<file path="config.mk">
export PLATFORM = sky130hd
export DESIGN_NAME = im_loader_flat
export DESIGN_NICKNAME = d
export VERILOG_FILES = /design/src/rtl/im_loader_if.sv /design/src/rtl/im_loader.sv /design/src/flat_wrapper.sv
export SDC_FILE = /design/constraint.sdc
export NUM_CORES = 1
export LEC_CHECK = 0
export BUFFER_PORTS_ARGS = -buffer_cell sky130_fd_sc_hd__buf_4
export CAP_MARGIN = 20
export CORE_MARGIN = 3
export CORE_UTILIZATION = 45
export DETAILED_ROUTE_END_ITERATION = 10
export PLACE_DENSITY_LB_ADDON = 0.1
export SETUP_SLACK_MARGIN = 0.5
export SYNTH_ARGS = -nofsm -noshare
export SYNTH_HDL_FRONTEND = slang
export SYNTH_SLANG_ARGS = --single-unit
</file>
<file path="constraint.sdc">
create_clock -name clk -period 4.5 [get_ports clk]
set_input_delay 0.45 -clock clk [delete_from_list [all_inputs] [get_ports clk]]
set_output_delay 0.45 -clock clk [all_outputs]
set_load 0.01 [all_outputs]
</file>
<file path="src/rtl/im_loader_if.sv">
// Loader bus: load request, word stream from the source, byte-write port into
// instruction memory, and CPU hold/status back to the system.
interface im_loader_if #(
  parameter int unsigned ADDR_W = 10
);
  logic              start;
  logic [ADDR_W-1:0] base_addr;
  logic [8:0]        word_count;
  logic              in_valid;
  logic [31:0]       in_data;
  logic              in_ready;
  logic              mem_we;
  logic [ADDR_W-1:0] mem_addr;
  logic [7:0]        mem_wdata;
  logic              cpu_hold;
  logic              busy;
  logic              done;
  logic              err;
  logic [8:0]        words_loaded;

  // System / source side
  modport master (
    output start, base_addr, word_count, in_valid, in_data,
    input  in_ready, mem_we, mem_addr, mem_wdata, cpu_hold, busy, done, err,
           words_loaded
  );

  // Loader side
  modport slave (
    input  start, base_addr, word_count, in_valid, in_data,
    output in_ready, mem_we, mem_addr, mem_wdata, cpu_hold, busy, done, err,
           words_loaded
  );
endinterface

</file>
<file path="src/rtl/im_loader.sv">
// Instruction-memory loader: accepts 32-bit words from a valid/ready source and
// writes each as four little-endian bytes into the byte-wide store, holding the CPU meanwhile.
module im_loader #(
  parameter int unsigned ADDR_W    = 10,
  parameter int unsigned MAX_WORDS = 256
) (
  input  logic       clk,
  input  logic       rst,
  im_loader_if.slave bus
);

  localparam int unsigned CNT_W = 9;
  // Wide enough for base_addr + 4*word_count without overflow
  localparam int unsigned SUM_W = ((ADDR_W > CNT_W + 2) ? ADDR_W : CNT_W + 2) + 1;

  typedef enum logic [1:0] {
    IDLE   = 2'd0,
    ACCEPT = 2'd1,
    WRITE  = 2'd2,
    FINISH = 2'd3
  } state_t;

  state_t            state;
  state_t            state_d;

  logic [ADDR_W-1:0] addr_ptr;
  logic [ADDR_W-1:0] addr_ptr_d;
  logic [CNT_W-1:0]  wc;
  logic [CNT_W-1:0]  wc_d;
  logic [CNT_W-1:0]  wl;
  logic [CNT_W-1:0]  wl_d;
  logic [31:0]       data_q;
  logic [31:0]       data_d;
  logic [1:0]        lane;
  logic [1:0]        lane_d;

  logic              in_ready_q;
  logic              mem_we_q;
  logic [ADDR_W-1:0] mem_addr_q;
  logic [7:0]        mem_wdata_q;
  logic              cpu_hold_q;
  logic              busy_q;
  logic              done_q;
  logic              err_q;

  logic              in_ready_d;
  logic              mem_we_d;
  logic [ADDR_W-1:0] mem_addr_d;
  logic [7:0]        mem_wdata_d;
  logic              cpu_hold_d;
  logic              busy_d;
  logic              done_d;
  logic              err_d;

  logic [SUM_W-1:0]  req_end;
  logic              req_zero;
  logic              req_bad;
  logic              last_byte;
  logic              last_word;

  // Request qualification and end-of-word / end-of-load decode
  always_comb begin
    req_end   = SUM_W'(bus.base_addr) + SUM_W'({bus.word_count, 2'b00});
    req_zero  = (bus.word_count == '0);
    req_bad   = (32'(bus.word_count) > MAX_WORDS) ||
                (req_end > (SUM_W'(1) << ADDR_W));
    last_byte = (lane == 2'd3);
    last_word = ((wl + CNT_W'(1)) == wc);
  end

  // State register
  always_ff @(posedge clk or posedge rst) begin
    if (rst) begin
      state <= IDLE;
    end else begin
      state <= state_d;
    end
  end

  // Next-state logic
  always_comb begin
    state_d = state;
    case (state)
      IDLE: begin
        if (bus.start) begin
          if (req_zero) begin
            state_d = FINISH;
          end else if (!req_bad) begin
            state_d = ACCEPT;
          end
        end
      end
      ACCEPT: begin
        if (bus.in_valid) begin
          state_d = WRITE;
        end
      end
      WRITE: begin
        if (last_byte) begin
          state_d = last_word ? FINISH : ACCEPT;
        end
      end
      FINISH:  state_d = IDLE;
      default: state_d = IDLE;
    endcase
  end

  // Datapath and output next values; outputs are registered from the next state
  always_comb begin
    addr_ptr_d = addr_ptr;
    wc_d       = wc;
    wl_d       = wl;
    data_d     = data_q;
    lane_d     = lane;
    err_d      = 1'b0;
    case (state)
      IDLE: begin
        if (bus.start) begin
          if (req_zero) begin
            wc_d = '0;
            wl_d = '0;
          end else if (req_bad) begin
            err_d = 1'b1;
          end else begin
            addr_ptr_d = bus.base_addr;
            wc_d       = bus.word_count;
            wl_d       = '0;
          end
        end
      end
      ACCEPT: begin
        if (bus.in_valid) begin
          data_d = bus.in_data;
          lane_d = 2'd0;
        end
      end
      WRITE: begin
        lane_d = lane + 2'd1;
        if (last_byte) begin
          addr_ptr_d = addr_ptr + ADDR_W'(4);
          wl_d       = wl + CNT_W'(1);
        end
      end
      default: ;
    endcase

    in_ready_d  = (state_d == ACCEPT);
    mem_we_d    = (state_d == WRITE);
    busy_d      = (state_d != IDLE);
    cpu_hold_d  = busy_d;
    done_d      = (state_d == FINISH);
    mem_addr_d  = mem_we_d ? (addr_ptr_d + ADDR_W'(lane_d)) : '0;
    mem_wdata_d = mem_we_d ? data_d[{lane_d, 3'b000} +: 8] : 8'h00;
  end

  // Datapath and output registers
  always_ff @(posedge clk or posedge rst) begin
    if (rst) begin
      addr_ptr    <= '0;
      wc          <= '0;
      wl          <= '0;
      data_q      <= '0;
      lane        <= '0;
      in_ready_q  <= 1'b0;
      mem_we_q    <= 1'b0;
      mem_addr_q  <= '0;
      mem_wdata_q <= '0;
      cpu_hold_q  <= 1'b0;
      busy_q      <= 1'b0;
      done_q      <= 1'b0;
      err_q       <= 1'b0;
    end else begin
      addr_ptr    <= addr_ptr_d;
      wc          <= wc_d;
      wl          <= wl_d;
      data_q      <= data_d;
      lane        <= lane_d;
      in_ready_q  <= in_ready_d;
      mem_we_q    <= mem_we_d;
      mem_addr_q  <= mem_addr_d;
      mem_wdata_q <= mem_wdata_d;
      cpu_hold_q  <= cpu_hold_d;
      busy_q      <= busy_d;
      done_q      <= done_d;
      err_q       <= err_d;
    end
  end

  assign bus.in_ready     = in_ready_q;
  assign bus.mem_we       = mem_we_q;
  assign bus.mem_addr     = mem_addr_q;
  assign bus.mem_wdata    = mem_wdata_q;
  assign bus.cpu_hold     = cpu_hold_q;
  assign bus.busy         = busy_q;
  assign bus.done         = done_q;
  assign bus.err          = err_q;
  assign bus.words_loaded = wl;

endmodule

</file>
<file path="src/flat_wrapper.sv">
// flat-port wrapper written by rule: the top's interface ports become plain ports
module im_loader_flat 
#(
  parameter int unsigned ADDR_W    = 10,
  parameter int unsigned MAX_WORDS = 256
)
  (clk, rst, bus_start, bus_base_addr, bus_word_count, bus_in_valid, bus_in_data, bus_in_ready, bus_mem_we, bus_mem_addr, bus_mem_wdata, bus_cpu_hold, bus_busy, bus_done, bus_err, bus_words_loaded);
  im_loader_if #(.ADDR_W(ADDR_W)) bus_i ();
  input  logic clk;
  input  logic rst;
  input wire logic [$bits(bus_i.start)-1:0] bus_start;
  input wire logic [$bits(bus_i.base_addr)-1:0] bus_base_addr;
  input wire logic [$bits(bus_i.word_count)-1:0] bus_word_count;
  input wire logic [$bits(bus_i.in_valid)-1:0] bus_in_valid;
  input wire logic [$bits(bus_i.in_data)-1:0] bus_in_data;
  output wire logic [$bits(bus_i.in_ready)-1:0] bus_in_ready;
  output wire logic [$bits(bus_i.mem_we)-1:0] bus_mem_we;
  output wire logic [$bits(bus_i.mem_addr)-1:0] bus_mem_addr;
  output wire logic [$bits(bus_i.mem_wdata)-1:0] bus_mem_wdata;
  output wire logic [$bits(bus_i.cpu_hold)-1:0] bus_cpu_hold;
  output wire logic [$bits(bus_i.busy)-1:0] bus_busy;
  output wire logic [$bits(bus_i.done)-1:0] bus_done;
  output wire logic [$bits(bus_i.err)-1:0] bus_err;
  output wire logic [$bits(bus_i.words_loaded)-1:0] bus_words_loaded;
  assign bus_i.start = bus_start;
  assign bus_i.base_addr = bus_base_addr;
  assign bus_i.word_count = bus_word_count;
  assign bus_i.in_valid = bus_in_valid;
  assign bus_i.in_data = bus_in_data;
  assign bus_in_ready = bus_i.in_ready;
  assign bus_mem_we = bus_i.mem_we;
  assign bus_mem_addr = bus_i.mem_addr;
  assign bus_mem_wdata = bus_i.mem_wdata;
  assign bus_cpu_hold = bus_i.cpu_hold;
  assign bus_busy = bus_i.busy;
  assign bus_done = bus_i.done;
  assign bus_err = bus_i.err;
  assign bus_words_loaded = bus_i.words_loaded;
  im_loader #(.ADDR_W(ADDR_W), .MAX_WORDS(MAX_WORDS)) u_core (.clk(clk), .rst(rst), .bus(bus_i));
endmodule
</file>
==> results by group <==
Run status
  • Outcome: completed

Power and ir drop
  • Net Switching: ~0.92 mW
  • Combinational fraction of design power: 36.7%
  • Seq pwr share: 41.6%
  • Leakage power: between 2 and 3 nW
  • Switching share of power: approximately 33%
  • Worst vdd rail ir drop: 0.000279 V
  • Int Pwr: about 1.9 mW
  • Power per cell area: between 400 and 500 nW/um2
  • Clock power share: a little over a fifth

Floorplan
  • Die ar.: between 10000 and 15000 um2
  • Ports: 88
  • Starting Density: between 40 and 50%
  • Die Ht: around 110 um
  • Num rows: 37
  • Die W: 110 um
  • Core Region: approximately 10000 um2

Global routing
  • First-pass GRT wire length: around 19000 um
  • GRT Total Usage: between 10% and 20%
  • Initial antenna violation count: 0
  • Grt ovf: 0
  • Pin count of the biggest net entering global routing: 73
  • Vias in the first global route: 3769

Clock network
  • Root Buffer: clkbuf_8
  • Clock sinks: between 80 and 90
  • Clk_lat worst skew: roughly 350 ps
  • H-Tree Depth: 3
  • Clock buffer depth: 2
  • Clk slew on worst S/H paths: 90 ps
  • Number of CTS-inserted buffers: 9
  • TritonCTS clock tree: done

Synth
  • Mean post-synth cell area: 10.6 um2
  • Syn. warnings: 0
  • Ys async rst share: 100%
  • Primary FF master, synth: dfrtp_1
  • Count of different cell masters after synthesis: 65
  • #FFs+latches synth: 87
  • Syn_nets: between 500 and 600
  • Post-synthesis cell area: roughly 4900 um2
  • Cells after Synth: 457
  • Post-synthesis sequential area ratio: about 45%
  • EDFF count, synth: 0

Layout
  • Synth-to-Final Area Change: 25.5%
  • Final net count: about 630
  • Fraction of layout cells with a size suffix above 1: between 30% and 40%
  • Antenna Cells: 0
  • Layout Cells excl Fill: between 600 and 700

Timing
  • Fin. max-slew vios: 0
  • Worst slew pin tran: 948 ps
  • Unrepaired setup endpoints after global routing: yes
  • Final Critical Period: roughly 4000 ps
  • F_max: around 250 MHz
  • Setup Skew: between 10 and 15 ps
  • Final setup fails: 0
  • Final total negative setup slack: 0 ps
  • Worst rel slew slack: 36.8%
  • Final hold vios: 0
  • Final period util: 89.0%

Critical path
  • Critical Path Fanout Max: 8
  • WS Path Type: in2reg
  • Worst path cell trace: buf_4, ha_1, nor2b_1, o311ai_0, o21ai_0, a221oi_4, nand3_4, a21boi_4, a32o_2, ha_4, inv_2, fa_2, or4_4, or3_4, a21oi_2
  • Crit path capture type: flop
  • Max stage delay on crit path: ~480 ps
  • CP Launch Type: input pin
  • CP max-delay cell: o311ai_0
  • Arr. time, crit path: ~4300 ps
  • WP data required: between 4000 and 5000 ps

Placed design
  • Post-DP HPWL: 8630 um
  • Placed Instances: approximately 680
  • Gp weighted congestion: about 0.87
  • Port bufs: between 80 and 90

Hold path
  • Hold/Removal Path Class: in2async

Drt
  • First DRT Iteration DRCs: around 140
  • Via count: between 3k and 4k
  • Routed WL per cell: 16.5 um
  • Vias/cell: 5.44
  • DRC: 0
  • Final WL: 11500 um
  • DR pass1 iterations: 4
  • Final ANT Viol Nets: 0

Flow run
  • MaxCap Viol Count: 0
-- metrics by stage --
stage	area, um2	util (%)	setup slack, ps	power [mW]	hold slack (ps)
2_1_floorplan	4890	-	242	1.86	469
3_3_place_gp	5760	55.3	90.8	2.13	405
3_5_place_dp	5760	55.3	38.4	2.16	404
4_1_cts	6010	57.7	523	2.78	9.19
5_1_grt	6090	58.5	352	2.96	22.8
6_report	6090	58.5	493	2.77	22.6
-- cell type report --
type                       count  area [um2]
fill                         917        4320
clock buffer                  11         141
sequential                    87        2180
timing repair buffer         103         801
multi-input combinational    328        2620
inverter                      26        98.8
tap                          136         170
clock inverter                 5        81.3
-- flip-flops by register name, indices dropped and copies added, names as in the netlist --
signal / count
u_core.bus.mem_addr: 10
u_core.lane: 2
u_core.bus.in_ready: 1
u_core.state: 2
u_core.data_q: 32
u_core.wc: 9
u_core.bus.done: 1
u_core.bus.mem_we: 1
u_core.bus.err: 1
u_core.bus.mem_wdata: 8
u_core.addr_ptr: 10
u_core.bus.cpu_hold: 1
u_core.bus.words_loaded: 9
-- logic make-up (layout without fill, tap and decap cells) --
| family | count (synthesis) | in the layout | share of synthesized area (%) |
|---|---|---|---|
| AO/OA/AOI/OAI | 92 | 92 | 13.4 |
| XOR/XNOR | 23 | 23 | 4.15 |
| adder cells (fa/ha/maj) | 18 | 18 | 4.95 |
| buffers and inverters | 42 | 145 | 3.35 |
| flip-flops | 87 | 87 | 44.8 |
| multiplexers | 72 | 72 | 16.1 |
| AND/OR/NAND/NOR | 123 | 123 | 13.1 |
-- placed cells by master, fill, tap and decap left out, types with 3 or more instances in the layout --
| master | instances |
|---|---|
| a21o_1 | 11 |
| buf_4 | 99 |
| ha_1 | 14 |
| a31oi_1 | 3 |
| nand3_1 | 4 |
| mux2i_1 | 22 |
| a21oi_2 | 4 |
| xor2_1 | 6 |
| and3_1 | 9 |
| a22o_1 | 7 |
| mux2_2 | 50 |
| inv_1 | 22 |
| a211oi_1 | 6 |
| clkbuf_8 | 10 |
| a22oi_1 | 3 |
| xnor2_1 | 16 |
| dfrtp_1 | 87 |
| a21oi_1 | 11 |
| nand2_1 | 33 |
| nor2_1 | 28 |
| nor3_1 | 15 |
| nand2b_1 | 4 |
| and2_1 | 3 |
| o21ai_0 | 21 |
| nand4_1 | 4 |
-- path summary, 6_finish.rpt --
check,from,end,slack (ps),cells after the start
worst max-delay path,bus_word_count[5],u_core.bus.mem_addr[8],490,15
worst min-delay path,rst,u_core.bus.words_loaded[5],20,2
worst max register to register,u_core.lane[0],u_core.bus.mem_addr[7],1280,11
worst min register to register,u_core.data_q[0],u_core.data_q[0],500,1
max in group asynchronous,rst,u_core.addr_ptr[7],3320,3
min in group clk,bus_in_data[28],u_core.data_q[28],340,2
-- power groups by stage --
stage	registers, mW	logic (mW)	clock network [mW]
after floorplan	1.14	0.724	0
after global placement	1.16	0.967	0
after detailed placement	1.17	0.989	0
after CTS	1.15	1.00	0.625
after global routing	1.18	1.13	0.653
final	1.15	1.02	0.604
-- cells in the mapped netlist, drive strengths merged, types with 3 or more instances --
cell type	n	area [um2]
dfrtp	87	2180
nand2	33	124
a21oi	15	78.8
nand2b	4	25.0
nor2	29	111
ha	16	200
o21ai	23	115
and2	4	27.5
nor4	3	25.0
nand3	6	42.5
inv	25	93.8
or4	3	26.3
buf	5	23.8
mux2	50	563
a22o	7	61.3
and3	9	56.3
a21o	11	82.6
mux2i	22	220
a22oi	3	22.5
nor3	16	80.1
xnor2	17	149
a31oi	3	18.8
a211oi	8	65.1
or3	3	23.8
xor2	6	52.6
a21boi	3	26.3
nand4	4	25.0
clkbuf	11	41.3
-- worst max-delay path, delay by kind of cell --
family,cells,cell delay [ps]
simple gates,4,1120
compound gates,6,1660
buf+inv,2,160
fa+ha+maj,3,880
-- metal layers --
metal | vias to the layer above | track usage, % | routed length [um]
met3 | 13 | 4.17 | 613
met1 | 1852 | 26.3 | 5170
met5 | - | 0 | 0
met2 | 79 | 32.7 | 5560
met4 | 0 | 6.14 | 155
li1 | 1840 | - | -
-- timing repair --
item / 4_1_cts / 5_1_grt
hold endpoints to repair: 0 / 0
pin swaps: 5 / 3
setup buffers: 2 / 1
gates resized for setup: 2 / 14
hold buffers: 0 / 0
setup endpoints to repair: 2 / 7
Power figures use the tool's default switching activity.
